$ cat src/rtl/i2s_receiver.sv
// i2s_receiver
//   Receives a standard (Philips) I2S stereo stream sampled in the clk domain.
//   SCK, WS and SD are synchronised, SCK rising edges are detected, and each
//   completed left/right pair is presented as one sample_valid pulse.
//
// Parameters
//   SAMPLE_BITS    : word width per channel (8..32)
//   TIMEOUT_CYCLES : clk cycles without an SCK rise before the link is lost
//
// Ports
//   clk           : system clock
//   nrst          : asynchronous active-low reset
//   i2s_sck       : I2S bit clock (asynchronous)
//   i2s_ws        : I2S word select, 0 = left, 1 = right (asynchronous)
//   i2s_sd        : I2S serial data, MSB first (asynchronous)
//   sample_left   : last left word, LSB-aligned, upper bits zero
//   sample_right  : last right word, LSB-aligned, upper bits zero
//   sample_valid  : one-clk pulse when a new pair is presented
//   frame_error   : one-clk pulse when a completed word was short
//   sck_lost      : high while the link is declared lost
//   busy          : high while locked onto the stream (S_RECV)
module i2s_receiver #(
  parameter int SAMPLE_BITS    = 16,
  parameter int TIMEOUT_CYCLES = 1024
) (
  input  logic        clk,
  input  logic        nrst,
  input  logic        i2s_sck,
  input  logic        i2s_ws,
  input  logic        i2s_sd,
  output logic [31:0] sample_left,
  output logic [31:0] sample_right,
  output logic        sample_valid,
  output logic        frame_error,
  output logic        sck_lost,
  output logic        busy
);

  typedef enum logic {S_IDLE = 1'b0, S_RECV = 1'b1} state_t;

  localparam logic [5:0]  SB_CNT  = 6'(SAMPLE_BITS);
  localparam logic [15:0] TO_LAST = 16'(TIMEOUT_CYCLES - 1);
  localparam logic [15:0] TO_DONE = 16'(TIMEOUT_CYCLES);

  // [0]/[1] form the synchroniser, [2] is the delayed copy for edge detect
  logic [2:0]             sck_sync_reg;
  logic [1:0]             ws_sync_reg;
  logic [1:0]             sd_sync_reg;
  state_t                 state_reg;
  logic                   ws_d_reg;
  logic [SAMPLE_BITS-1:0] shift_reg;
  logic [SAMPLE_BITS-1:0] pend_left_reg;
  logic [SAMPLE_BITS-1:0] left_reg;
  logic [SAMPLE_BITS-1:0] right_reg;
  logic                   left_pending_reg;
  logic [5:0]             bit_cnt_reg;
  logic [15:0]            to_cnt_reg;

  logic                   sck_rise;
  logic                   ws_s;
  logic                   sd_s;
  logic [SAMPLE_BITS-1:0] shift_next;
  logic [SAMPLE_BITS-1:0] word_done;
  logic [5:0]             cnt_next;
  logic [5:0]             pad;
  logic                   short_word;
  logic                   ws_edge;
  logic                   timeout_hit;

  assign sck_rise = sck_sync_reg[1] & ~sck_sync_reg[2];
  assign ws_s     = ws_sync_reg[1];
  assign sd_s     = sd_sync_reg[1];

  assign sample_left  = 32'(left_reg);
  assign sample_right = 32'(right_reg);

  always_comb begin
    // Bits beyond SAMPLE_BITS are counted but never shifted in, so the word
    // keeps the first SAMPLE_BITS bits of the slot.
    shift_next  = (bit_cnt_reg < SB_CNT) ? {shift_reg[SAMPLE_BITS-2:0], sd_s} : shift_reg;
    cnt_next    = (bit_cnt_reg == 6'd63) ? bit_cnt_reg : bit_cnt_reg + 6'd1;
    short_word  = (cnt_next < SB_CNT);
    // A short word is MSB-justified by padding zeros below it.
    pad         = short_word ? (SB_CNT - cnt_next) : 6'd0;
    word_done   = shift_next << pad;
    ws_edge     = ws_s ^ ws_d_reg;
    timeout_hit = (to_cnt_reg == TO_LAST);
  end

  always_ff @(posedge clk or negedge nrst) begin
    if (!nrst) begin
      sck_sync_reg     <= '0;
      ws_sync_reg      <= '0;
      sd_sync_reg      <= '0;
      state_reg        <= S_IDLE;
      ws_d_reg         <= 1'b0;
      shift_reg        <= '0;
      pend_left_reg    <= '0;
      left_reg         <= '0;
      right_reg        <= '0;
      left_pending_reg <= 1'b0;
      bit_cnt_reg      <= '0;
      to_cnt_reg       <= '0;
      sample_valid     <= 1'b0;
      frame_error      <= 1'b0;
      sck_lost         <= 1'b0;
      busy             <= 1'b0;
    end else begin
      sck_sync_reg <= {sck_sync_reg[1:0], i2s_sck};
      ws_sync_reg  <= {ws_sync_reg[0], i2s_ws};
      sd_sync_reg  <= {sd_sync_reg[0], i2s_sd};
      sample_valid <= 1'b0;
      frame_error  <= 1'b0;

      if (sck_rise) begin
        // An SCK rise always wins over a coincident timeout.
        to_cnt_reg <= '0;
        sck_lost   <= 1'b0;
        ws_d_reg   <= ws_s;
        if (state_reg == S_IDLE) begin
          // Lock on the first WS transition; the partial word is dropped.
          if (ws_edge) begin
            state_reg   <= S_RECV;
            busy        <= 1'b1;
            shift_reg   <= '0;
            bit_cnt_reg <= '0;
          end
        end else if (!ws_edge) begin
          shift_reg   <= shift_next;
          bit_cnt_reg <= cnt_next;
        end else begin
          // WS changed: this bit is the last one of channel ws_d.
          shift_reg   <= '0;
          bit_cnt_reg <= '0;
          frame_error <= short_word;
          if (!ws_d_reg) begin
            pend_left_reg    <= word_done;
            left_pending_reg <= 1'b1;
          end else if (left_pending_reg) begin
            left_reg         <= pend_left_reg;
            right_reg        <= word_done;
            sample_valid     <= 1'b1;
            left_pending_reg <= 1'b0;
          end
        end
      end else if (timeout_hit) begin
        sck_lost         <= 1'b1;
        state_reg        <= S_IDLE;
        busy             <= 1'b0;
        left_pending_reg <= 1'b0;
        shift_reg        <= '0;
        bit_cnt_reg      <= '0;
        to_cnt_reg       <= TO_DONE;
      end else if (to_cnt_reg != TO_DONE) begin
        // Parks at TO_DONE so a dead link reports the loss only once.
        to_cnt_reg <= to_cnt_reg + 16'd1;
      end
    end
  end

endmodule

$ cat config.mk
export PLATFORM = sky130hd
export DESIGN_NAME = i2s_receiver
export DESIGN_NICKNAME = d
export VERILOG_FILES = /design/src/rtl/i2s_receiver.sv
export SDC_FILE = /design/constraint.sdc
export NUM_CORES = 1
export LEC_CHECK = 0
export ABC_AREA = 1
export CORE_UTILIZATION = 57
export CTS_BUF_LIST = sky130_fd_sc_hd__clkbuf_4
export DETAILED_ROUTE_END_ITERATION = 10
export GPL_TIMING_DRIVEN = 0
export HOLD_SLACK_MARGIN = 0.1
export PLACE_DENSITY = 0.83
export SETUP_SLACK_MARGIN = 0.3
export SYNTH_ARGS = -nofsm -noshare
export SYNTH_HDL_FRONTEND = slang
export SYNTH_SLANG_ARGS = --single-unit
$ cat constraint.sdc
create_clock -name clk -period 2.7 [get_ports clk]
set_input_delay 0.405 -clock clk [delete_from_list [all_inputs] [get_ports clk]]
set_output_delay 0.405 -clock clk [all_outputs]
set_load 0.1 [all_outputs]
==> results_dict.tcl <==
set metrics [dict create \
    setup_viol 0 \
    track_usage_pct 25.8 \
    io_buffers 40 \
    layout_setup_ws_ns 0.223 \
    die_h_um 98.7 \
    cts_buffers 9 \
    synth_mux_area_share_pct 0 \
    max_freq_mhz 404 \
    finClkSkew_ns 0.0200 \
    gp_congestion 0.939 \
    synth_cells 675 \
    slew_headroom_pct 35.0 \
    cp.required_ns 3.12 \
    yosys.area_share.simple_pct 31.9 \
    status "completed" \
    syn_avg_cell_area_sq_um 7.90 \
    dp.cells 855 \
    cap_violations 0 \
    row_count 34 \
    hold_path_class "primary input to asynchronous set/reset pin" \
    synthTopCellsByArea "dfrtp_1 (47%), nand2_1 (16%), nand3_1 (7.8%)" \
    ys_seq_area_share_pct 46.9 \
    p_per_area_nw_per_um2 779 \
    antenna_found_initial 0 \
    fin_area_sq_um 6640 \
    postPlaceCellArea_sq_um 6010 \
    tns_ns 0 \
    drt-wirelength-per-cell_um 14.3 \
    ir_worst_vdd_v 0.000561 \
    cts_tree "done" \
    p_total_mw 5.18 \
    final_cells 887 \
    period_minus_slack_ns 2.48 \
    clk_root_buffer_cell "clkbuf_4" \
    totalWireLength_mm 12.6 \
    drcViolationCount 0 \
    synthAdderAreaFrac_pct 0.939 \
    ys.warnings.count 0 \
    final_core_util_pct 74.7 \
    ant_nets 0 \
    syn2layout_area_growth_pct 24.6 \
    synthXorXnorAreaFrac_pct 0.986 \
    fin_crit_sh_pct 91.8 \
    hold_viol 0 \
    fin_nets 783 \
    insertedDiodeCount 0 \
    clockBufferDepth 2 \
    grt_pass1_wl_mm 20.1 \
    first_pass_iters 5 \
    synth_top_area_share_pct 46.9 \
    core_region_area_sq_um 8890 \
    vias_per_cell 5.36 \
    rr_startpoint "bit_cnt_reg[1]" \
    insertion_delay_ns 0.47 \
    r2r.worst_path.cells 14 \
    finalMaxSlewViolations 0 \
    cp_max_fo 5 \
    yosys.area.top_type "dfrtp_1" \
    vias 4753 \
    dp_hpwl_mm 8.82 \
    crit_path_end_kind "flop" \
    final_layout_size_suffix_gt1_share_pct 21.1 \
    crit_start "bit_cnt_reg[1]" \
    htree_num_levels 3 \
    yosysUniqueCellTypes 37 \
    worst-setup-path-type "flop to flop" \
    grt_overflow 0 \
    drt_iter0_drc 282 \
    numClockSinks 100 \
    synth_compound_area_share_pct 7.93 \
    grt_max_degree 77 \
    ioPinCount 73 \
    synth_top_family_by_area "simple AND/OR/NAND/NOR gates" \
    critPathArrivalTime_ns 2.89 \
    grt_pass1_vias 4380 \
    worstMarginPinSlew_ns 0.973 \
    place_ws_ns 0.0318 \
    dieArea_sq_um 9740 \
    clk_pin_slew_worst_paths_ns 0.16 \
    syn-cell-area_sq_um 5330 \
    start_kind "flop" \
    fp.dieW_um 98.7 \
    timing.hold.ws_ns 0.347 \
    synth-seq-cells 100 \
    power_leakage_nw 3.72 \
    start_util_pct 59.9 \
    rsz0062_at_grt "yes" \
]
[kinds of logic (layout without fill, tap and decap cells)]
kind of cell / Yosys count / count (layout)
flip-flops: 100 / 100
other: 1 / 32
AO/OA/AOI/OAI: 78 / 78
AND/OR/NAND/NOR: 372 / 372
buffers and inverters: 114 / 187
adder cells (fa/ha/maj): 4 / 4
XOR/XNOR: 6 / 6
[synthesized netlist by cell type]
library cell	count
nor2_4	2
or2_1	1
o22ai_1	15
nand4_4	1
a211oi_1	1
nand2_4	4
a32o_1	1
inv_2	4
dfrtp_1	100
nand2_2	3
a21oi_1	10
buf_2	7
nand2_1	223
and2_1	1
clkbuf_1	10
conb_1	1
buf_6	4
nand3_1	83
nor3_1	6
buf_4	35
o21a_1	1
ha_1	4
nor3_4	2
clkinv_1	1
nor4_1	2
nor2_2	4
nand3_2	6
o21ai_0	36
nor2_1	26
xnor2_1	2
nand4_1	6
nor3b_2	1
o21ai_2	1
xor2_1	4
o21ai_1	13
nor2_8	1
inv_1	53
[worst max-delay path, cell delays in order (launching register included)]
cell and delay (ns):
dfrtp_1 0.43, ha_4 0.17, nand3_4 0.09, nor2_4 0.23, xor2_4 0.13, ha_4 0.30
inv_2 0.05, nor3_4 0.32, buf_6 0.20, nand3_2 0.10, nand2_1 0.07, nand2_1 0.06
nand3_2 0.09, nand3_2 0.09, nand2_2 0.09
[power breakdown]
| part | leakage, nW | switching (mW) | internal (mW) |
|---|---|---|---|
| clock | 0.0760 | 0.546 | 0.214 |
| sequential | 1.36 | 0.104 | 1.66 |
| combinational | 2.29 | 1.83 | 0.828 |
| total | 3.72 | 2.48 | 2.70 |
[final timing paths]
path                                          to  slack [ns]
worst max-delay path            pend_left_reg[8]        0.22
worst min-delay path             sck_sync_reg[0]        0.35
worst max register to register  pend_left_reg[8]        0.22
worst min register to register    sd_sync_reg[1]        0.37
max in group asynchronous       pend_left_reg[5]        1.69
min in group clk                 sck_sync_reg[0]        0.36
[repair_timing]
action | 4_1_cts | 5_1_grt
hold buffers | 1 | 0
cloned | 1 | 0
buffers inserted | 6 | 8
setup endpoints to repair | 54 | 58
hold endpoints to repair | 24 | 0
pin swaps | 3 | 29
gates resized for setup | 29 | 85
[cells in the final DEF, fill, tap and decap left out, drive strengths merged, types with 2 or more instances in the layout]
cell type      netlist  routed
dlymetal6s2s         0      13
xor2                 4       4
inv                 57      61
clkdlybuf4s50        0       4
buf                 46      62
dlygate4sd2          0      22
ha                   4       4
nand2              230     230
nand3               89      89
clkinv               1       4
nand4                7       7
nor4                 2       2
xnor2                2       2
a21oi               10      10
nor3                 8       8
dfrtp              100     100
conb                 1      32
o22ai               15      15
o21ai               50      50
clkbuf              10      20
nor2                33      33
[layout make-up]
class                      instances  area, sq um
fill                             632         2250
buffer                            56          383
multi-input combinational        492         2710
clock buffer                       9         67.6
clock inverter                     7         67.6
inverter                          58          218
timing repair buffer              57          561
tap                              108          135
sequential                       100         2500
[routing by layer]
layer  share of wire (%)  global-route usage (%)  vias up
met5                   0                       0        -
met4                 1.6                    7.35        0
met3                 5.8                    5.60       25
met2                  51                    44.2      194
met1                  42                    33.2     2209
li1                    -                       -     2325
(Power assumes the default switching activity.)
